`src/rtl/wishbone_rr_arbiter_pkg.sv`:
```
// Shared types and helpers for the round-robin Wishbone arbiter
// and the priority pickers built on it.
package wb_arb_pkg;

    localparam int WB_ADR_W = 30;
    localparam int WB_DAT_W = 32;

    typedef struct packed {
        logic [WB_ADR_W-1:0]   adr;
        logic [WB_DAT_W-1:0]   dat_w;
        logic [WB_DAT_W/8-1:0] sel;
        logic                  we;
        logic [2:0]            cti;
        logic [1:0]            bte;
    } wb_req_t;

    typedef enum logic [1:0] {
        IDLE,
        BUSY,
        ABORT
    } arb_state_t;

    function automatic int idx_width(input int n);
        return (n > 1) ? $clog2(n) : 1;
    endfunction

endpackage

```
`src/rtl/wishbone_rr_arbiter_if.sv`:
```
// Bundle of the per-master CPU-side ports and the shared SoC port.
// Master i occupies slice i of every packed per-master field.
interface wishbone_rr_arbiter_if #(
    parameter int NUM_MASTERS = 2,
    parameter int ADDR_W      = 30,
    parameter int DATA_W      = 32
);
    localparam int SEL_W = DATA_W / 8;

    logic [NUM_MASTERS*ADDR_W-1:0] m_adr;
    logic [NUM_MASTERS*DATA_W-1:0] m_dat_w;
    logic [NUM_MASTERS*SEL_W-1:0]  m_sel;
    logic [NUM_MASTERS-1:0]        m_cyc;
    logic [NUM_MASTERS-1:0]        m_stb;
    logic [NUM_MASTERS-1:0]        m_we;
    logic [NUM_MASTERS*3-1:0]      m_cti;
    logic [NUM_MASTERS*2-1:0]      m_bte;
    logic [DATA_W-1:0]             m_dat_r;
    logic [NUM_MASTERS-1:0]        m_ack;
    logic [NUM_MASTERS-1:0]        m_err;

    logic [ADDR_W-1:0] s_adr;
    logic [DATA_W-1:0] s_dat_w;
    logic [SEL_W-1:0]  s_sel;
    logic              s_we;
    logic [2:0]        s_cti;
    logic [1:0]        s_bte;
    logic              s_cyc;
    logic              s_stb;
    logic [DATA_W-1:0] s_dat_r;
    logic              s_ack;
    logic              s_err;

    modport master (
        output m_adr, m_dat_w, m_sel, m_cyc, m_stb, m_we, m_cti, m_bte,
        input  m_dat_r, m_ack, m_err
    );

    modport slave (
        input  s_adr, s_dat_w, s_sel, s_we, s_cti, s_bte, s_cyc, s_stb,
        output s_dat_r, s_ack, s_err
    );

    modport arbiter (
        input  m_adr, m_dat_w, m_sel, m_cyc, m_stb, m_we, m_cti, m_bte,
        output m_dat_r, m_ack, m_err,
        output s_adr, s_dat_w, s_sel, s_we, s_cti, s_bte, s_cyc, s_stb,
        input  s_dat_r, s_ack, s_err
    );

endinterface

```
`src/rtl/wishbone_rr_arbiter_picker.sv`:
```
// Round-robin picker: first set request after last, wrapping modulo N.
// Purely combinational so other arbiters can share it.
module rr_priority_picker
    import wb_arb_pkg::*;
#(
    parameter int NUM_MASTERS = 2,
    localparam int IDX_W = idx_width(NUM_MASTERS)
) (
    input  logic [NUM_MASTERS-1:0] req,
    input  logic [IDX_W-1:0]       last,
    output logic                   valid,
    output logic [IDX_W-1:0]       idx
);

    logic [2*NUM_MASTERS-1:0] dbl;
    logic [2*NUM_MASTERS-1:0] shifted;
    logic [NUM_MASTERS-1:0]   rot;

    assign dbl = {req, req};

    // rot[k] is the request of master (last + 1 + k) mod N
    always_comb begin
        shifted = dbl >> (int'(last) + 1);
        rot     = shifted[NUM_MASTERS-1:0];
        valid   = |req;
        idx     = '0;
        for (int k = NUM_MASTERS - 1; k >= 0; k--) begin
            if (rot[k]) begin
                idx = IDX_W'((int'(last) + 1 + k) % NUM_MASTERS);
            end
        end
    end

endmodule

```
`src/rtl/wishbone_rr_arbiter.sv`:
```
// N-to-1 round-robin Wishbone arbiter with cycle-locked grants
// and a per-transaction stall watchdog.
module wishbone_rr_arbiter
    import wb_arb_pkg::*;
#(
    parameter int NUM_MASTERS    = 2,
    parameter int ADDR_W         = 30,
    parameter int DATA_W         = 32,
    parameter int TIMEOUT_CYCLES = 1024
) (
    input  logic                                clk,
    input  logic                                rst,
    wishbone_rr_arbiter_if.arbiter              bus,
    output logic [idx_width(NUM_MASTERS)-1:0]   grant_idx,
    output logic                                busy
);

    localparam int IDX_W = idx_width(NUM_MASTERS);
    localparam int SEL_W = DATA_W / 8;
    localparam int WD_W  = (TIMEOUT_CYCLES > 0) ? $clog2(TIMEOUT_CYCLES + 1) : 1;
    localparam logic [WD_W-1:0] WD_LAST =
        WD_W'((TIMEOUT_CYCLES > 0) ? TIMEOUT_CYCLES - 1 : 0);

    arb_state_t             state;
    logic [IDX_W-1:0]       grant;
    logic [IDX_W-1:0]       last_grant;
    logic [WD_W-1:0]        wdog;
    logic [NUM_MASTERS-1:0] req;
    logic                   pick_valid;
    logic [IDX_W-1:0]       pick_idx;
    logic                   g_cyc;
    logic                   g_stb;
    logic                   fwd;
    logic                   stall;
    logic                   timeout;
    logic [NUM_MASTERS-1:0] ack_v;
    logic [NUM_MASTERS-1:0] err_v;

    assign req = bus.m_cyc & bus.m_stb;

    rr_priority_picker #(
        .NUM_MASTERS(NUM_MASTERS)
    ) u_picker (
        .req  (req),
        .last (last_grant),
        .valid(pick_valid),
        .idx  (pick_idx)
    );

    assign g_cyc = bus.m_cyc[grant];
    assign g_stb = bus.m_stb[grant];
    assign fwd   = (state == BUSY) && g_cyc;

    assign bus.s_cyc   = fwd;
    assign bus.s_stb   = fwd && g_stb;
    assign bus.s_adr   = bus.m_adr[int'(grant)*ADDR_W +: ADDR_W];
    assign bus.s_dat_w = bus.m_dat_w[int'(grant)*DATA_W +: DATA_W];
    assign bus.s_sel   = bus.m_sel[int'(grant)*SEL_W +: SEL_W];
    assign bus.s_we    = bus.m_we[grant];
    assign bus.s_cti   = bus.m_cti[int'(grant)*3 +: 3];
    assign bus.s_bte   = bus.m_bte[int'(grant)*2 +: 2];
    assign bus.m_dat_r = bus.s_dat_r;

    assign stall   = bus.s_stb && !bus.s_ack && !bus.s_err;
    assign timeout = (TIMEOUT_CYCLES != 0) && stall && (wdog == WD_LAST);

    // s_err dominates a simultaneous s_ack
    always_comb begin
        ack_v = '0;
        err_v = '0;
        if (fwd) begin
            ack_v[grant] = bus.s_ack && !bus.s_err;
            err_v[grant] = bus.s_err || timeout;
        end
    end

    assign bus.m_ack = ack_v;
    assign bus.m_err = err_v;
    assign grant_idx = grant;
    assign busy      = (state != IDLE);

    always_ff @(posedge clk or posedge rst) begin
        if (rst) begin
            state      <= IDLE;
            grant      <= '0;
            last_grant <= IDX_W'(NUM_MASTERS - 1);
            wdog       <= '0;
        end else begin
            unique case (state)
                IDLE: begin
                    wdog <= '0;
                    if (pick_valid) begin
                        grant      <= pick_idx;
                        last_grant <= pick_idx;
                        state      <= BUSY;
                    end
                end
                BUSY: begin
                    if (bus.s_ack || bus.s_err) begin
                        wdog <= '0;
                    end else if (stall) begin
                        wdog <= wdog + WD_W'(1);
                    end
                    if (!g_cyc) begin
                        state <= IDLE;
                    end else if (timeout) begin
                        state <= ABORT;
                    end
                end
                ABORT: begin
                    wdog <= '0;
                    if (!g_cyc) begin
                        state <= IDLE;
                    end
                end
                default: state <= IDLE;
            endcase
        end
    end

endmodule
```
`src/flat_wrapper.sv`:
```
// flat-port wrapper written by rule: the top's interface ports become plain ports
module wishbone_rr_arbiter_flat import wb_arb_pkg::*;
#(
    parameter int NUM_MASTERS    = 2,
    parameter int ADDR_W         = 30,
    parameter int DATA_W         = 32,
    parameter int TIMEOUT_CYCLES = 1024
)
  (clk, rst, grant_idx, busy, bus_m_adr, bus_m_dat_w, bus_m_sel, bus_m_cyc, bus_m_stb, bus_m_we, bus_m_cti, bus_m_bte, bus_m_dat_r, bus_m_ack, bus_m_err, bus_s_adr, bus_s_dat_w, bus_s_sel, bus_s_we, bus_s_cti, bus_s_bte, bus_s_cyc, bus_s_stb, bus_s_dat_r, bus_s_ack, bus_s_err);
  wishbone_rr_arbiter_if #(.NUM_MASTERS(NUM_MASTERS), .ADDR_W(ADDR_W), .DATA_W(DATA_W)) bus_i ();
  input  logic clk;
  input  logic rst;
  output logic [idx_width(NUM_MASTERS)-1:0] grant_idx;
  output logic busy;
  input wire logic [$bits(bus_i.m_adr)-1:0] bus_m_adr;
  input wire logic [$bits(bus_i.m_dat_w)-1:0] bus_m_dat_w;
  input wire logic [$bits(bus_i.m_sel)-1:0] bus_m_sel;
  input wire logic [$bits(bus_i.m_cyc)-1:0] bus_m_cyc;
  input wire logic [$bits(bus_i.m_stb)-1:0] bus_m_stb;
  input wire logic [$bits(bus_i.m_we)-1:0] bus_m_we;
  input wire logic [$bits(bus_i.m_cti)-1:0] bus_m_cti;
  input wire logic [$bits(bus_i.m_bte)-1:0] bus_m_bte;
  output wire logic [$bits(bus_i.m_dat_r)-1:0] bus_m_dat_r;
  output wire logic [$bits(bus_i.m_ack)-1:0] bus_m_ack;
  output wire logic [$bits(bus_i.m_err)-1:0] bus_m_err;
  output wire logic [$bits(bus_i.s_adr)-1:0] bus_s_adr;
  output wire logic [$bits(bus_i.s_dat_w)-1:0] bus_s_dat_w;
  output wire logic [$bits(bus_i.s_sel)-1:0] bus_s_sel;
  output wire logic [$bits(bus_i.s_we)-1:0] bus_s_we;
  output wire logic [$bits(bus_i.s_cti)-1:0] bus_s_cti;
  output wire logic [$bits(bus_i.s_bte)-1:0] bus_s_bte;
  output wire logic [$bits(bus_i.s_cyc)-1:0] bus_s_cyc;
  output wire logic [$bits(bus_i.s_stb)-1:0] bus_s_stb;
  input wire logic [$bits(bus_i.s_dat_r)-1:0] bus_s_dat_r;
  input wire logic [$bits(bus_i.s_ack)-1:0] bus_s_ack;
  input wire logic [$bits(bus_i.s_err)-1:0] bus_s_err;
  assign bus_i.m_adr = bus_m_adr;
  assign bus_i.m_dat_w = bus_m_dat_w;
  assign bus_i.m_sel = bus_m_sel;
  assign bus_i.m_cyc = bus_m_cyc;
  assign bus_i.m_stb = bus_m_stb;
  assign bus_i.m_we = bus_m_we;
  assign bus_i.m_cti = bus_m_cti;
  assign bus_i.m_bte = bus_m_bte;
  assign bus_m_dat_r = bus_i.m_dat_r;
  assign bus_m_ack = bus_i.m_ack;
  assign bus_m_err = bus_i.m_err;
  assign bus_s_adr = bus_i.s_adr;
  assign bus_s_dat_w = bus_i.s_dat_w;
  assign bus_s_sel = bus_i.s_sel;
  assign bus_s_we = bus_i.s_we;
  assign bus_s_cti = bus_i.s_cti;
  assign bus_s_bte = bus_i.s_bte;
  assign bus_s_cyc = bus_i.s_cyc;
  assign bus_s_stb = bus_i.s_stb;
  assign bus_i.s_dat_r = bus_s_dat_r;
  assign bus_i.s_ack = bus_s_ack;
  assign bus_i.s_err = bus_s_err;
  wishbone_rr_arbiter #(.NUM_MASTERS(NUM_MASTERS), .ADDR_W(ADDR_W), .DATA_W(DATA_W), .TIMEOUT_CYCLES(TIMEOUT_CYCLES)) u_core (.clk(clk), .rst(rst), .bus(bus_i), .grant_idx(grant_idx), .busy(busy));
endmodule
```
`config.mk`:
```
export PLATFORM = sky130hd
export DESIGN_NAME = wishbone_rr_arbiter_flat
export DESIGN_NICKNAME = d
export VERILOG_FILES = /design/src/rtl/wishbone_rr_arbiter_pkg.sv /design/src/rtl/wishbone_rr_arbiter_if.sv /design/src/rtl/wishbone_rr_arbiter_picker.sv /design/src/rtl/wishbone_rr_arbiter.sv /design/src/flat_wrapper.sv
export SDC_FILE = /design/constraint.sdc
export NUM_CORES = 1
export LEC_CHECK = 0
export CAP_MARGIN = 0
export CORE_AREA = 2 2 114 116
export DETAILED_ROUTE_END_ITERATION = 16
export DIE_AREA = 0 0 116 118
export SLEW_MARGIN = 0
export SYNTH_ARGS = -nofsm -noshare
export SYNTH_HDL_FRONTEND = slang
export SYNTH_SLANG_ARGS = --single-unit
```
`constraint.sdc`:
```
create_clock -name clk -period 1.8 [get_ports clk]
set_clock_uncertainty 0.15 [all_clocks]
set_input_delay 0.36 -clock clk [delete_from_list [all_inputs] [get_ports clk]]
set_output_delay 0.36 -clock clk [all_outputs]
set_load 0.05 [all_outputs]
```
# After elaboration in Yosys (flattened, before gate mapping)
# Cells that the tools add are included.
# word_totals
register_bits,15
elab_cells,66
# op_classes
add_sub_neg,3
n_mul,2
n_lt_le_gt_ge,2
eq_ne,7
shifts,6
n_mux,20
n_bitwise,3
reduce_logical,19
# op_table
cell,count
64-bit by 7-bit indexed part select with 32-bit output,1
60-bit by 32-bit indexed part select with 30-bit output,1
6-bit by 32-bit indexed part select with 3-bit output,1
11-bit two-way mux,2
11-bit one-hot mux with 2 select lines,1
2-bit two-way mux,6
"11-bit by 1-bit adder with 11-bit output, second input constant",1
"11-bit by 10-bit equality test with 1-bit output, second input constant",1
1-bit two-way mux,9
8-bit by 4-bit indexed part select with 4-bit output,1
1-bit logical AND,7
2-bit AND,3
2-bit one-hot mux with 3 select lines,1
"1-bit by 4-bit multiplier with 5-bit output, second input constant",1
2-bit AND reduction,2
2-bit nonzero test,2
2-bit OR reduction,2
4-bit by 3-bit indexed part select with 2-bit output,1
4-bit by 2-bit >> shifter with 2-bit output,1
"1-bit by 2-bit multiplier with 3-bit output, second input constant",1
"3-bit by 2-bit != test with 1-bit output, second input constant",1
"3-bit != test, second input constant",1
3-bit AND reduction,1
"1-bit by 1-bit adder with 2-bit output, second input constant",1
other kinds (11),13

# Longest topological paths before layout
# depth
ltp_word,10
ltp_mapped,6
depth_no_buf,4

# Cells and area by module
# Synthesis repeated with hierarchy kept, for this count alone.
# hier_totals
cells_unflattened,214
hier_area_um2,1998.2
# modules_own_cells
mod,n_inst,cells_per_inst,area_each_um2,seq_area_each_um2
wishbone_rr_arbiter,1,212,1984.4,376.6
rr_priority_picker,1,2,13.8,0.0

# Worst setup path after synthesis
# OpenSTA, ideal clock, no wires.
# synth_path
kind,register -> output
startpoint,"reg u_core.grant, in the netlist u_core.grant_idx"
endpoint,out bus_m_ack[1]
t_arrival_ps,2552
required_time_ps,1290
setup_slack_ps,-1262
stages_incl_launch_ff,6
path_buffers,3
path_cell_list,dfrtp_1 > buf_2 > clkbuf_1 > buf_2 > nand2_1 > nor3_1
# synth_between
elab_chain_cells,6
word_cells_on_any_way,10
cone_classes,2 x order compare; 5 x mux; 1 x bitwise; 2 x reduce/logical
# synth_lines
element,line,rtl
from (decl),wishbone_rr_arbiter.sv:25,logic [IDX_W-1:0] grant;
from (signal assigned),wishbone_rr_arbiter.sv:93,grant <= pick_idx;
1-bit by 2-bit < comparator with 1-bit output (implied by the code) or 1-bit >= comparator (tied branches),wishbone_rr_arbiter.sv:72,ack_v[grant] = bus.s_ack && !bus.s_err;
1-bit logical AND,wishbone_rr_arbiter.sv:72,
1-bit two-way mux (implied by the code),wishbone_rr_arbiter.sv:72,
1-bit demux with 1-bit select,n/a,
2-bit AND (no line),n/a,
2-bit two-way mux *,wishbone_rr_arbiter.sv:71,if (fwd) begin
to (decl),flat_wrapper.sv:24,output wire logic [$bits(bus_i.m_ack)-1:0] bus_m_ack;
# Mark *: on every way between the ends. The rest lies on a longest branch, timed or not. The select of a mux whose other input is x is not followed.

# Final worst setup path
# layout_path
startpoint,"reg u_core.grant, in the netlist u_core.grant_idx"
endpoint,out bus_m_err[0]
# layout_between
elab_chain_cells,10
word_cells_on_any_way,17
cone_classes,2 x order compare; 7 x mux; 1 x bitwise; 7 x reduce/logical
# layout_lines
element,line,rtl
1-bit two-way mux (implied by the code) (2 in a row),wishbone_rr_arbiter.sv:50,assign g_cyc = bus.m_cyc[grant];
1-bit logical AND,wishbone_rr_arbiter.sv:52,assign fwd = (state == BUSY) && g_cyc;
1-bit logical AND,wishbone_rr_arbiter.sv:55,assign bus.s_stb = fwd && g_stb;
1-bit logical AND (2 in a row),wishbone_rr_arbiter.sv:64,assign stall = bus.s_stb && !bus.s_ack && !bus.s_err;
1-bit logical AND,wishbone_rr_arbiter.sv:65,assign timeout = (TIMEOUT_CYCLES != 0) && stall && (wdog == WD_LAST);
1-bit logical OR,wishbone_rr_arbiter.sv:73,err_v[grant] = bus.s_err || timeout;
2-bit AND (no line),n/a,
2-bit two-way mux *,wishbone_rr_arbiter.sv:71,
to (decl),flat_wrapper.sv:25,output wire logic [$bits(bus_i.m_err)-1:0] bus_m_err;
# Marked as above.

==> results by group <==
Logic synthesis
  • Multiplexer share of the synthesized area: 0.418
  • Largest area contributor in the netlist: mux2_2
  • Syn nets: slightly below 400
  • Syn Area/Cell: between 9 and 10 um2
  • Compound-Gate Fraction of Synth Area: 0.0844
  • Synth Area in Adders: 0.00621
  • Post-synthesis cell count: 210
  • Post-synthesis xor/xnor area fraction: 0
  • Area fraction in and, or, nand and nor cells after synthesis: 0.155
  • Yosys warns: 0
  • Mapped Area: 2020 um2
  • Ranking of synthesized cells by area: mux2_2 (41%), dfrtp_1 (17%), buf_4 (12%)
  • Flops & latches, synth: 15
  • Largest family of logic cells by synthesized area: multiplexers
  • Synth cell types: 41
  • Top-area cell type share of the netlist area: 0.413
  • Sequential share of the synthesized area: 0.187

Floorplan
  • Die W: 116 um
  • Initial core utilization: 0.162
  • Core ar.: 12400 um2
  • Row cnt: between 40 and 50
  • Die footprint: roughly 14000 um2
  • I/O pin count: a little under 300
  • Die H: approximately 120 um

Timing
  • Max-slew headroom: 0.781
  • TNS Setup: -23.38 ns
  • Worst-Margin Slew: 0.328 ns
  • Final max-slew violation count: 0
  • Min Tclk post-route: ~2.2 ns
  • Setup ws final: -0.378 ns
  • RSZ-0062 raised after global routing: yes
  • Max Fclk: 0.459 GHz
  • Count of final hold-check violations: 0
  • # setup viols final: 84
  • Fin crit share: 1.21
  • Hold WS: 0.174 ns

Global routing
  • Gr usage total: 0.139
  • First-pass GRT wire length: 14800 um
  • Vias in the first global route: between 2000 and 3000
  • Gr ovfl total: 0
  • Largest net degree at the start of global routing: 26
  • Initial antenna violation count: 0

Final layout
  • Final #Nets: 633
  • Leading cell type in the layout, fill and taps excluded: clkdlybuf4s50_1
  • Antenna diodes: 0
  • Most frequent cells in the layout: clkdlybuf4s50_1 (145), buf_4 (71), mux2_2 (39), mux2_4 (35), buf_6 (26)
  • Multi-input logic area: 1560 um2
  • Layout filler cell count: 1215
  • Total area of sequential cells: between 300 and 400 um2
  • Layout cell share with drive strength beyond 1: 0.497
  • Core Util, Final: 0.411
  • Syn-to-layout area delta: 153%

Pwr
  • Pwr dens: 1320 nW/um2
  • Total chip power: about 0.0067 W
  • VDD IR max: 0.504 mV
  • P_leak: 2.27 nW

Worst setup path
  • Worst R2R Path Depth: 6
  • Delay-heaviest family, CP: flip-flops
  • Setup CP Type: flop to output port
  • Slowest cell delay on critical path: 0.51 ns
  • CP cell instances: mux2i_2 > nand4b_4 > nor3_4 > o21a_4 > buf_12
  • Critical-path top delay cell: dfrtp_4
  • Critical path fanouts, max: 6
  • WP buf/inv: 1
  • Reg2reg setup slack: -0.11 ns
  • CP startpoint kind: flop
  • RR Endpoint: u_core.wdog[9]
  • Crit end category: output port
  • Worst Path Required: around 1.3 ns
  • Arrival time worst endpoint: 1.67 ns
  • Worst r2r src: u_core.grant_idx

Clock network
  • Clock latency on the worst-skew pair: 0.25 ns
  • Clk buf depth: 2
  • CTS clock-pin slew for the worst setup and hold paths: 0.05 ns
  • Clock tree root driver cell: clkbuf_16
  • TritonCTS Sinks: 15
  • Total CTS buffers: 3
  • CTS tree: yes
  • Number of H-tree levels: 1

Drt
  • TritonRoute pass-1 iters: 4
  • DR iter-0 viols: 65
  • DRC violation count after routing: 0
  • WL final: 10100 um
  • Antenna-violating nets left: 0
  • Post-DR wirelength/cell: 16.2 um
  • Vias: 2576
  • Vias/cell: between 4 and 5

Place
  • Port bufs: around 230
  • Hpwl dp: 8840 um
  • GP Congestion: 0.826

Run
  • Number of max-cap violations: 0

Status
  • Status: finished, violations left
  • Failing checks: negative setup slack

Hold path
  • Worst min path class: input pin to asynchronous set/reset pin
## worst reg2reg max path, cell delays in order, from the launching register on
cell and delay, ns:
dfrtp_4 0.51, mux2i_2 0.18, nand4b_4 0.21, buf_4 0.17
buf_4 0.15, or4_1 0.41, nand3_1 0.08
## metrics by stage
stage                     setup slack (ns)  std cells  cell area, um2
after floorplan                     -0.239        210            2220
after global placement              -0.403        610            4830
after detailed placement            -0.404        610            4830
after CTS                           -0.390        615            4950
after global routing                -0.473        619            5100
final                               -0.378        619            5100
## registers in the layout (all words and copies together) (netlist names)
name,flops
u_core.last_grant,1
u_core.wdog,11
u_core.state,2
u_core.grant_idx,1
## how the worst max path moves through the flow
stage	startpoint	end	cells past startpoint
floorplan	u_core.grant_idx	bus_m_err[0]	5
global placement	bus_s_err	bus_m_err[0]	7
detailed placement	bus_s_err	bus_m_err[0]	7
CTS	u_core.grant_idx	bus_s_dat_w[3]	4
global route	u_core.grant_idx	bus_m_err[1]	5
finish	u_core.grant_idx	bus_m_err[0]	5
## per-layer routing
metal,global-route usage,vias to the layer above,share of wire
li1,-,1215,-
met2,0.242,171,0.50
met4,0.0394,0,0.018
met3,0.0263,24,0.091
met5,0,-,0
met1,0.172,1166,0.39
## layout make-up
type | instances | area share
inverters | 5 | 0.00368
well taps | 172 | 0.0422
clock buffers | 4 | 0.0154
repair buffers | 274 | 0.558
multi-input cells | 149 | 0.307
flip-flops and latches | 15 | 0.0745
## cells in the mapped netlist, drive strengths merged
library cell and instances:
nor4b 1, a32o 2, and4 1, or4 1, o21ai 5, nor2b 1
nor2 8, nand3b 1, nand3 7, a22oi 1, nor3 6, clkbuf 3
a21boi 1, mux2 74, nand2 7, and4b 1, nand4 5, a221o 1
dfstp 1, a211o 1, or3 1, nor3b 2, o22ai 1, inv 5
o21a 2, and3 3, a21oi 2, buf 38, a22o 2, a31o 4
mux2i 1, o211ai 1, nand4b 1, dfrtp 14, nand2b 4, ha 1
## power by group
| group | internal [W] | leakage [nW] | switching (W) |
|---|---|---|---|
| logic | 0.00265 | 2.03 | 0.00321 |
| registers | 0.000389 | 0.201 | 0.0000363 |
| clock network | 0.000301 | 0.0382 | 0.000141 |
## what timing repair did
| item | in CTS | in global routing |
|---|---|---|
| buffers inserted | 1 | 5 |
| endpoints found under the setup margin | 87 | 89 |
| gates cloned | 0 | 0 |
| gates resized for setup | 20 | 32 |
| pin swaps | 3 | 5 |
| hold buffers | 0 | 0 |
## cell families (layout without fill, tap and decap cells)
logic type | count (synthesis) | count (layout)
flip-flops | 15 | 15
AND/OR/NAND/NOR | 50 | 50
adder cells (fa/ha/maj) | 1 | 1
multiplexers | 75 | 75
buffers and inverters | 46 | 283
AO/OA/AOI/OAI | 23 | 23
(Power assumes the default switching activity.)
